===== src/rtl/maze_pkg.sv =====
// Shared constants and types for the maze memory arbiter.
package maze_pkg;

    // Cell address width for a 16x16 maze of 1-bit cells.
    localparam int MAZE_ADDR_W = 8;

    // Encoding of the owner output and of the last-owner register.
    localparam logic [1:0] OWN_NONE = 2'd0;
    localparam logic [1:0] OWN_SLV  = 2'd1;
    localparam logic [1:0] OWN_HST  = 2'd2;

    typedef enum logic [1:0] {
        IDLE  = 2'd0,
        GNT_S = 2'd1,
        GNT_H = 2'd2
    } state_t;

endpackage


===== src/rtl/maze_mem_arbiter_rr_pick2.sv =====
// Two-way round-robin pick: a lone requester wins, a tie goes to the
// port that did not own the memory last.
module rr_pick2
    import maze_pkg::*;
(
    input  logic       s_req_i,
    input  logic       h_req_i,
    input  logic [1:0] last_owner_i,
    output logic       pick_s_o,
    output logic       pick_h_o
);

    logic last_hst;

    assign last_hst = (last_owner_i == OWN_HST);

    // Tie-break against the previous owner.
    always_comb begin
        pick_s_o = s_req_i & (~h_req_i | last_hst);
        pick_h_o = h_req_i & (~s_req_i | ~last_hst);
    end

endmodule


===== src/rtl/maze_mem_arbiter.sv =====
// Arbiter sharing the single-port maze memory between the solver and the
// host. Round-robin grant, lock for atomic sequences, hold limit against
// starvation, and read data routed back to the port that issued the read.
module maze_mem_arbiter
    import maze_pkg::*;
#(
    parameter int ADDR_W   = MAZE_ADDR_W,
    parameter int MAX_HOLD = 16
) (
    input  logic              clk,
    input  logic              rst,
    input  logic              s_req,
    input  logic              s_lock,
    input  logic              s_wr,
    input  logic [ADDR_W-1:0] s_addr,
    input  logic              s_wdata,
    output logic              s_gnt,
    output logic              s_rvalid,
    output logic              s_rdata,
    input  logic              h_req,
    input  logic              h_lock,
    input  logic              h_wr,
    input  logic [ADDR_W-1:0] h_addr,
    input  logic              h_wdata,
    output logic              h_gnt,
    output logic              h_rvalid,
    output logic              h_rdata,
    output logic [ADDR_W-1:0] m_loc,
    output logic              m_dIn,
    output logic              m_rd,
    output logic              m_wr,
    input  logic              m_dOut,
    output logic [1:0]        owner
);

    localparam int               CNT_W    = $clog2(MAX_HOLD + 1);
    localparam logic [CNT_W-1:0] HOLD_MAX = CNT_W'(MAX_HOLD);

    state_t           state_q, state_d;
    logic [1:0]       last_q, last_d;
    logic [CNT_W-1:0] hold_q, hold_d, hold_acc;
    logic             s_rv_q, h_rv_q;
    logic             s_acc, h_acc;
    logic             pick_s, pick_h;
    logic             hold_full;

    rr_pick2 u_pick (
        .s_req_i      (s_req),
        .h_req_i      (h_req),
        .last_owner_i (last_q),
        .pick_s_o     (pick_s),
        .pick_h_o     (pick_h)
    );

    // Grants come straight from the state register.
    assign s_gnt = (state_q == GNT_S);
    assign h_gnt = (state_q == GNT_H);
    assign s_acc = s_gnt & s_req;
    assign h_acc = h_gnt & h_req;

    // Count includes the access happening this cycle so the release is
    // decided on the MAX_HOLD-th access; saturates while nobody waits.
    assign hold_acc  = ((s_acc | h_acc) && (hold_q != HOLD_MAX)) ? hold_q + CNT_W'(1) : hold_q;
    assign hold_full = (hold_acc == HOLD_MAX);

    // Read data is only driven during the cycle its tag is valid.
    assign s_rvalid = s_rv_q;
    assign h_rvalid = h_rv_q;
    assign s_rdata  = s_rv_q & m_dOut;
    assign h_rdata  = h_rv_q & m_dOut;

    // State, last owner and hold counter registers.
    always_ff @(posedge clk or posedge rst) begin
        if (rst) begin
            state_q <= IDLE;
            last_q  <= OWN_HST;
            hold_q  <= '0;
        end else begin
            state_q <= state_d;
            last_q  <= last_d;
            hold_q  <= hold_d;
        end
    end

    // Next grant: release on idle-and-unlocked or on hold limit with the
    // other port waiting; hand over directly when the other port requests.
    always_comb begin
        state_d = state_q;
        last_d  = last_q;
        hold_d  = hold_acc;
        case (state_q)
            IDLE: begin
                hold_d = '0;
                if (pick_s) begin
                    state_d = GNT_S;
                end else if (pick_h) begin
                    state_d = GNT_H;
                end
            end
            GNT_S: begin
                if ((!s_req && !s_lock) || (hold_full && h_req)) begin
                    last_d  = OWN_SLV;
                    hold_d  = '0;
                    state_d = h_req ? GNT_H : IDLE;
                end
            end
            GNT_H: begin
                if ((!h_req && !h_lock) || (hold_full && s_req)) begin
                    last_d  = OWN_HST;
                    hold_d  = '0;
                    state_d = s_req ? GNT_S : IDLE;
                end
            end
            default: begin
                state_d = IDLE;
                hold_d  = '0;
            end
        endcase
    end

    // Read-return tags remember which port issued the read.
    always_ff @(posedge clk or posedge rst) begin
        if (rst) begin
            s_rv_q <= 1'b0;
            h_rv_q <= 1'b0;
        end else begin
            s_rv_q <= s_acc & ~s_wr;
            h_rv_q <= h_acc & ~h_wr;
        end
    end

    // Memory strobes follow the accepted access of the current owner.
    always_comb begin
        m_loc = '0;
        m_dIn = 1'b0;
        m_rd  = 1'b0;
        m_wr  = 1'b0;
        if (s_acc) begin
            m_loc = s_addr;
            m_dIn = s_wdata;
            m_rd  = ~s_wr;
            m_wr  = s_wr;
        end else if (h_acc) begin
            m_loc = h_addr;
            m_dIn = h_wdata;
            m_rd  = ~h_wr;
            m_wr  = h_wr;
        end
    end

    // Owner code mirrors the grant state.
    always_comb begin
        case (state_q)
            GNT_S:   owner = OWN_SLV;
            GNT_H:   owner = OWN_HST;
            default: owner = OWN_NONE;
        endcase
    end

endmodule


===== config.mk =====
export PLATFORM = sky130hd
export DESIGN_NAME = maze_mem_arbiter
export DESIGN_NICKNAME = d
export VERILOG_FILES = /design/src/rtl/maze_pkg.sv /design/src/rtl/maze_mem_arbiter_rr_pick2.sv /design/src/rtl/maze_mem_arbiter.sv
export SDC_FILE = /design/constraint.sdc
export NUM_CORES = 1
export LEC_CHECK = 0
export ABC_CLOCK_PERIOD_IN_PS = 2000
export CAP_MARGIN = 10
export CORE_ASPECT_RATIO = 0.75
export CORE_MARGIN = 5
export CORE_UTILIZATION = 37
export CTS_CLUSTER_SIZE = 24
export DETAILED_ROUTE_END_ITERATION = 10
export PLACE_DENSITY = 0.74
export SKIP_LAST_GASP = 1
export SLEW_MARGIN = 30
export SYNTH_ARGS = -nofsm -noshare
export SYNTH_HDL_FRONTEND = slang
export SYNTH_SLANG_ARGS = --single-unit

===== constraint.sdc =====
create_clock -name clk -period 2 [get_ports clk]
set_input_delay 0.4 -clock clk [delete_from_list [all_inputs] [get_ports clk]]
set_output_delay 0.4 -clock clk [all_outputs]
set_load 0.02 [all_outputs]

Word level (Yosys, flattened, before mapping):

Index checks and enable logic that the tools add are counted.

* word-level logic and storage cells: 68
* bits of input ports: 27
* output and inout bits: 19
* bits in registers: 11

* eq/ne operators: 8
* multiplexer cells: 23
* $add $sub $neg: 1
* reductions and logical operators: 15
* bitwise gates (word level): 16

Operator list (count)
* $mux W8: 2
* $mux W5: 3
* $mux W2: 7
* $pmux W5 S2: 1
* $and A1 B1 Y1: 8
* $pmux W2 S2: 2
* $mux W1: 7
* $pmux W2 S3: 1
* $reduce_and A3 Y1: 2
* $add A5 B1 Y5 const B: 1
* $eq A5 B5 Y1 const B: 1
* $logic_and A1 B1 Y1: 5
* $ne A5 B5 Y1 const B: 1
* $not A1 Y1: 5
* $eq A2 B2 Y1 const B: 2
* $logic_not A1 Y1: 4
* $ne A2 B1 Y1 const B: 2
* $ne A3 B3 Y1 const B: 1
* $or A1 B1 Y1: 3
* $eq A2 B1 Y1 const B: 1
* $logic_not A2 Y1: 1
* $logic_or A1 B1 Y1: 2
* $reduce_bool A2 Y1: 1

Logic depth before layout (Yosys ltp):

* depth in word-level cells: 10
* depth in mapped cells: 8
* gate-level depth less buffers: 7

Hierarchy:

From an unflattened synthesis, not the netlist that was laid out.

* cell total of the unflattened synthesis: 100
* area total of the unflattened synthesis: 913.4 sq um

Modules (own cells, without submodules)
* maze_mem_arbiter: area each 883.3 sq um, cells an instance 96, times used 1
* rr_pick2: area each 30.0 sq um, cells an instance 4, times used 1

Worst setup path before layout:

OpenSTA, ideal clock, no wires.

* path kind: register -> register
* start point: reg state_q[1]
* end point: reg last_q[0]
* setup time: 0.122 ns
* cell stages (with the launch flop): 9
* slack: -0.303 ns
* data required time: 1.878 ns
* period minus slack after synthesis: 2.303 ns
* arrival: 2.181 ns
* path through: dfrtp_1 inv_1 ha_1 buf_2 a22oi_1 or4_4 a22oi_4 nand2_1 a32o_1

* cells in the longest elaborated chain, start to end: 10
* elaborated cells between the ends (all ways): 17

RTL lines
* start, declared: line maze_mem_arbiter.sv:39 `state_t state_q, state_d;`
* start signal, assigned: line maze_mem_arbiter.sv:79 `state_q <= state_d;`
* $eq A2 B1 Y1 *: line maze_mem_arbiter.sv:56 `assign s_gnt = (state_q == GNT_S);`
* named net s_gnt: line maze_mem_arbiter.sv:17 `output logic s_gnt,`
* $and A1 B1 Y1: line maze_mem_arbiter.sv:58 `assign s_acc = s_gnt & s_req;`
* $or A1 B1 Y1: line maze_mem_arbiter.sv:63 `assign hold_acc = ((s_acc | h_acc) && (hold_q != HOLD_MAX)) ? hold_q + CNT_W'(1) : hold_q;`
* $logic_and A1 B1 Y1: line maze_mem_arbiter.sv:63
* $mux W5: line maze_mem_arbiter.sv:63
* $eq A5 B5 Y1: line maze_mem_arbiter.sv:64 `assign hold_full = (hold_acc == HOLD_MAX);`
* $logic_and A1 B1 Y1 (on tied branches): line maze_mem_arbiter.sv:108, maze_mem_arbiter.sv:101
* $logic_or A1 B1 Y1 (on tied branches): line maze_mem_arbiter.sv:108, maze_mem_arbiter.sv:101
* $ne A2 B1 Y1 (no line)
* $reduce_and A3 Y1 (no line)
* end signal, assigned: line maze_mem_arbiter.sv:80 `last_q <= last_d;`
* end, declared: line maze_mem_arbiter.sv:40 `logic [1:0] last_q, last_d;`

The timed path passes the listed nets; every way through them passes the cells marked *.
A chain may end at the register's enable or synchronous reset.

Worst setup path after layout:

* start point: in h_req
* end point: reg last_q[0]

* cells in the longest elaborated chain, start to end: 9
* elaborated cells between the ends (all ways): 14

RTL lines
* start, declared: line maze_mem_arbiter.sv:20 `input logic h_req,`
* $and A1 B1 Y1: line maze_mem_arbiter.sv:59 `assign h_acc = h_gnt & h_req;`
* $or A1 B1 Y1: line maze_mem_arbiter.sv:63
* $logic_and A1 B1 Y1: line maze_mem_arbiter.sv:63
* $mux W5: line maze_mem_arbiter.sv:63
* $eq A5 B5 Y1: line maze_mem_arbiter.sv:64
* $logic_and A1 B1 Y1 (on tied branches): line maze_mem_arbiter.sv:108, maze_mem_arbiter.sv:101
* $logic_or A1 B1 Y1 (on tied branches): line maze_mem_arbiter.sv:108, maze_mem_arbiter.sv:101
* $ne A2 B1 Y1 (no line)
* $reduce_and A3 Y1 (no line) *

Mark *: on every way between the ends. The rest lies on a longest branch, timed or not.

==> flow_metrics.tcl <==
set metrics [dict create \
    status "complete, but fails checks" \
    violations "setup timing" \
    timing.critical_path.from "h_req" \
    track_usage_pct 18.0 \
    vias 1126 \
    rr_startpoint "hold_q[0]$_DFF_PP0_" \
    start_util_pct 38.4 \
    n_fill_cell 210 \
    powerDensity_nw_per_um2 1010 \
    drive_gt1_share_pct 35.1 \
    critical_path.cell_chain "clkdlybuf4s50_1, buf_4, a22oi_2, or4_4, a22oi_4, nand2_1, a32o_1" \
    cts_tree "yes" \
    cp_max_fo 9 \
    ios 46 \
    hold_class "primary input to async pin" \
    grt_pass1_vias 1118 \
    p_leak_nw 0.831 \
    clk_latency_ps 270 \
    area_growth_syn_to_layout_pct 82.5 \
    critPathBufInv 2 \
    syn_area_um2 998 \
    via_per_inst 5.03 \
    fmax_mhz 475 \
    hold_viol 0 \
    drc_errors 0 \
    path_depth 7 \
    async_reset_ff_share_pct 100 \
    tightest_slew_ps 433 \
    cts_buffers 3 \
    ff2ff_path_depth 7 \
    slew_violations 0 \
    post-route-period-util_pct 105 \
    yosysWarnings 0 \
    clock_path_buffers 2 \
    relSlewSlack_pct 71.1 \
    rsz0062_at_grt "yes" \
    seq_area_frac_synth_pct 27.7 \
    dp_hpwl_mm 2.70 \
    crit_path_end "last_q[0]$_DFFE_PP0P_" \
    max-cap-violations 0 \
    dpl_cell_area_um2 1680 \
    drtIter0Drc 57 \
    grt_max_degree 12 \
    layout_common_cells "28 x clkdlybuf4s50_1, 25 x buf_4, 16 x buf_6" \
    synth_ff_type "dfrtp_1" \
    stdcell_area_um2 1820 \
    htreeDepth 1 \
    r2r-end "last_q[0]$_DFFE_PP0P_" \
    crit_required_ps 2160 \
    grt_pass1_wl_mm 5.31 \
    crit_slowest_cell "clkdlybuf4s50_1" \
    clock_sinks 11 \
    timing.final.ws_setup_ps -107 \
    ir_drop_mv 0.876 \
    synth.distinct_cells 39 \
    synth_edf_count 0 \
    rrSetupSlack_ps -100 \
    end_kind "flip-flop" \
    routabilityCongestion 0.866 \
    fin_skew_ps 3.59 \
    crit_type "primary input to flip-flop" \
    cp_top_family "compound AO/OA/AOI/OAI gates" \
    layout.cells.most_common "clkdlybuf4s50_1" \
    finalNetCount 224 \
    setup_viol 19 \
    netlist_instances 115 \
    die_area_um2 3850 \
    clk_pin_slew_ps 70 \
    overflow 0 \
    n_antenna_cell 0 \
    antenna_found_initial 0 \
    io_buffers 45 \
    fp.coreArea_um2 2600 \
    max_stage_delay_ps 490 \
    drt_wl_total_mm 3.45 \
    ys_seq_elements 11 \
    syn_nets 150 \
    wl_per_cell_um 15.4 \
    fin_worst_hold_slack_ps 425 \
    synth.avg_cell_area_um2 8.68 \
    die_h_um 55.0 \
    drt-pass1-iter-count 4 \
    cts_root_buf "clkbuf_4" \
    antenna_left 0 \
    row_count 16 \
    die_w_um 70.0 \
    fin_crit_ps 2110 \
    arrival_ps 2270 \
    critPathLaunchType "primary input" \
]
layout make-up:
class	instances	area (µm²)	area share, %
inverter	8	30.0	1.65
timing repair buffer	75	704	38.7
tap	36	45.0	2.47
sequential	11	278	15.2
multi-input combinational	90	738	40.5
clock buffer	4	26.3	1.44
state kept, by name (all words and copies together), names as in the netlist:
signal    cells
h_rvalid      1
hold_q        5
last_q        2
s_rvalid      1
state_q       2
metrics by stage:
step	total power, W	utilization (%)	setup TNS (ps)	cells	setup slack (ps)
detailed placement	0.00155	64.7	-8640	214	-494
CTS	0.00178	67.8	-633	223	-88.1
finish	0.00185	70.0	-837	224	-107
global placement	0.00151	64.7	-7630	214	-427
floorplan	0.00104	-	-93.9	115	-54.6
global route	0.00198	70.0	-2020	224	-166
metal layers:
layer	GRT usage, %	vias up	share of wire [%]
met5	0	-	0
met2	32.9	24	52
met1	21.8	542	43
met3	4.69	4	3.3
li1	-	556	-
met4	3.82	0	1.2
logic make-up (layout without fill, tap and decap cells):
kind of cell | count (synthesis) | in the layout | share of synthesized area [%]
adders and majority gates | 8 | 8 | 10.0
DFF | 11 | 11 | 27.7
buffers and inverters | 14 | 87 | 6.52
muxes | 2 | 2 | 2.01
and+or+nand+nor | 42 | 42 | 22.1
xor gates and xnor gates | 5 | 5 | 4.39
AOI/OAI and AO/OA | 33 | 33 | 27.3
cells in the mapped netlist (2+ instances only):
| master | number | area [µm²] |
|---|---|---|
| and2_1 | 4 | 25.0 |
| nor3b_1 | 2 | 15.0 |
| nand2b_1 | 5 | 31.3 |
| nand4_1 | 2 | 12.5 |
| a21boi_0 | 2 | 15.0 |
| nand2_1 | 11 | 41.3 |
| dfrtp_1 | 10 | 250 |
| clkbuf_1 | 2 | 7.51 |
| mux2i_1 | 2 | 20.0 |
| buf_4 | 3 | 22.5 |
| ha_1 | 8 | 100 |
| a21oi_1 | 3 | 15.0 |
| inv_1 | 8 | 30.0 |
| o21ai_0 | 3 | 15.0 |
| nor2_1 | 12 | 45.0 |
| a22o_1 | 11 | 96.3 |
| a211o_1 | 2 | 17.5 |
| xnor2_1 | 3 | 26.3 |
| xor2_1 | 2 | 17.5 |
report_power, final:
| group | internal, W | switching (W) |
|---|---|---|
| registers | 0.000278 | 0.0000467 |
| clock network | 0.0000773 | 0.0000785 |
| logic | 0.000721 | 0.000644 |
worst min path at each step:
stage	to	depth (start not counted)
6_report	hold_q[1]$_DFF_PP0_	2
5_1_grt	state_q[1]$_DFFE_PP0P_	2
4_1_cts	hold_q[0]$_DFF_PP0_	2
3_5_place_dp	last_q[0]$_DFFE_PP0P_	1
3_3_place_gp	last_q[1]$_DFFE_PP1P_	2
2_1_floorplan	h_rvalid$_DFF_PP0_	1
what timing repair did:
item	CTS	global route
gates resized for setup	76	13
pin swaps	7	5
endpoints found under the setup margin	25	21
buffers inserted	4	1
hold buffers	0	0
cloned	1	0
Note: power is estimated with default switching activity, not from simulation.
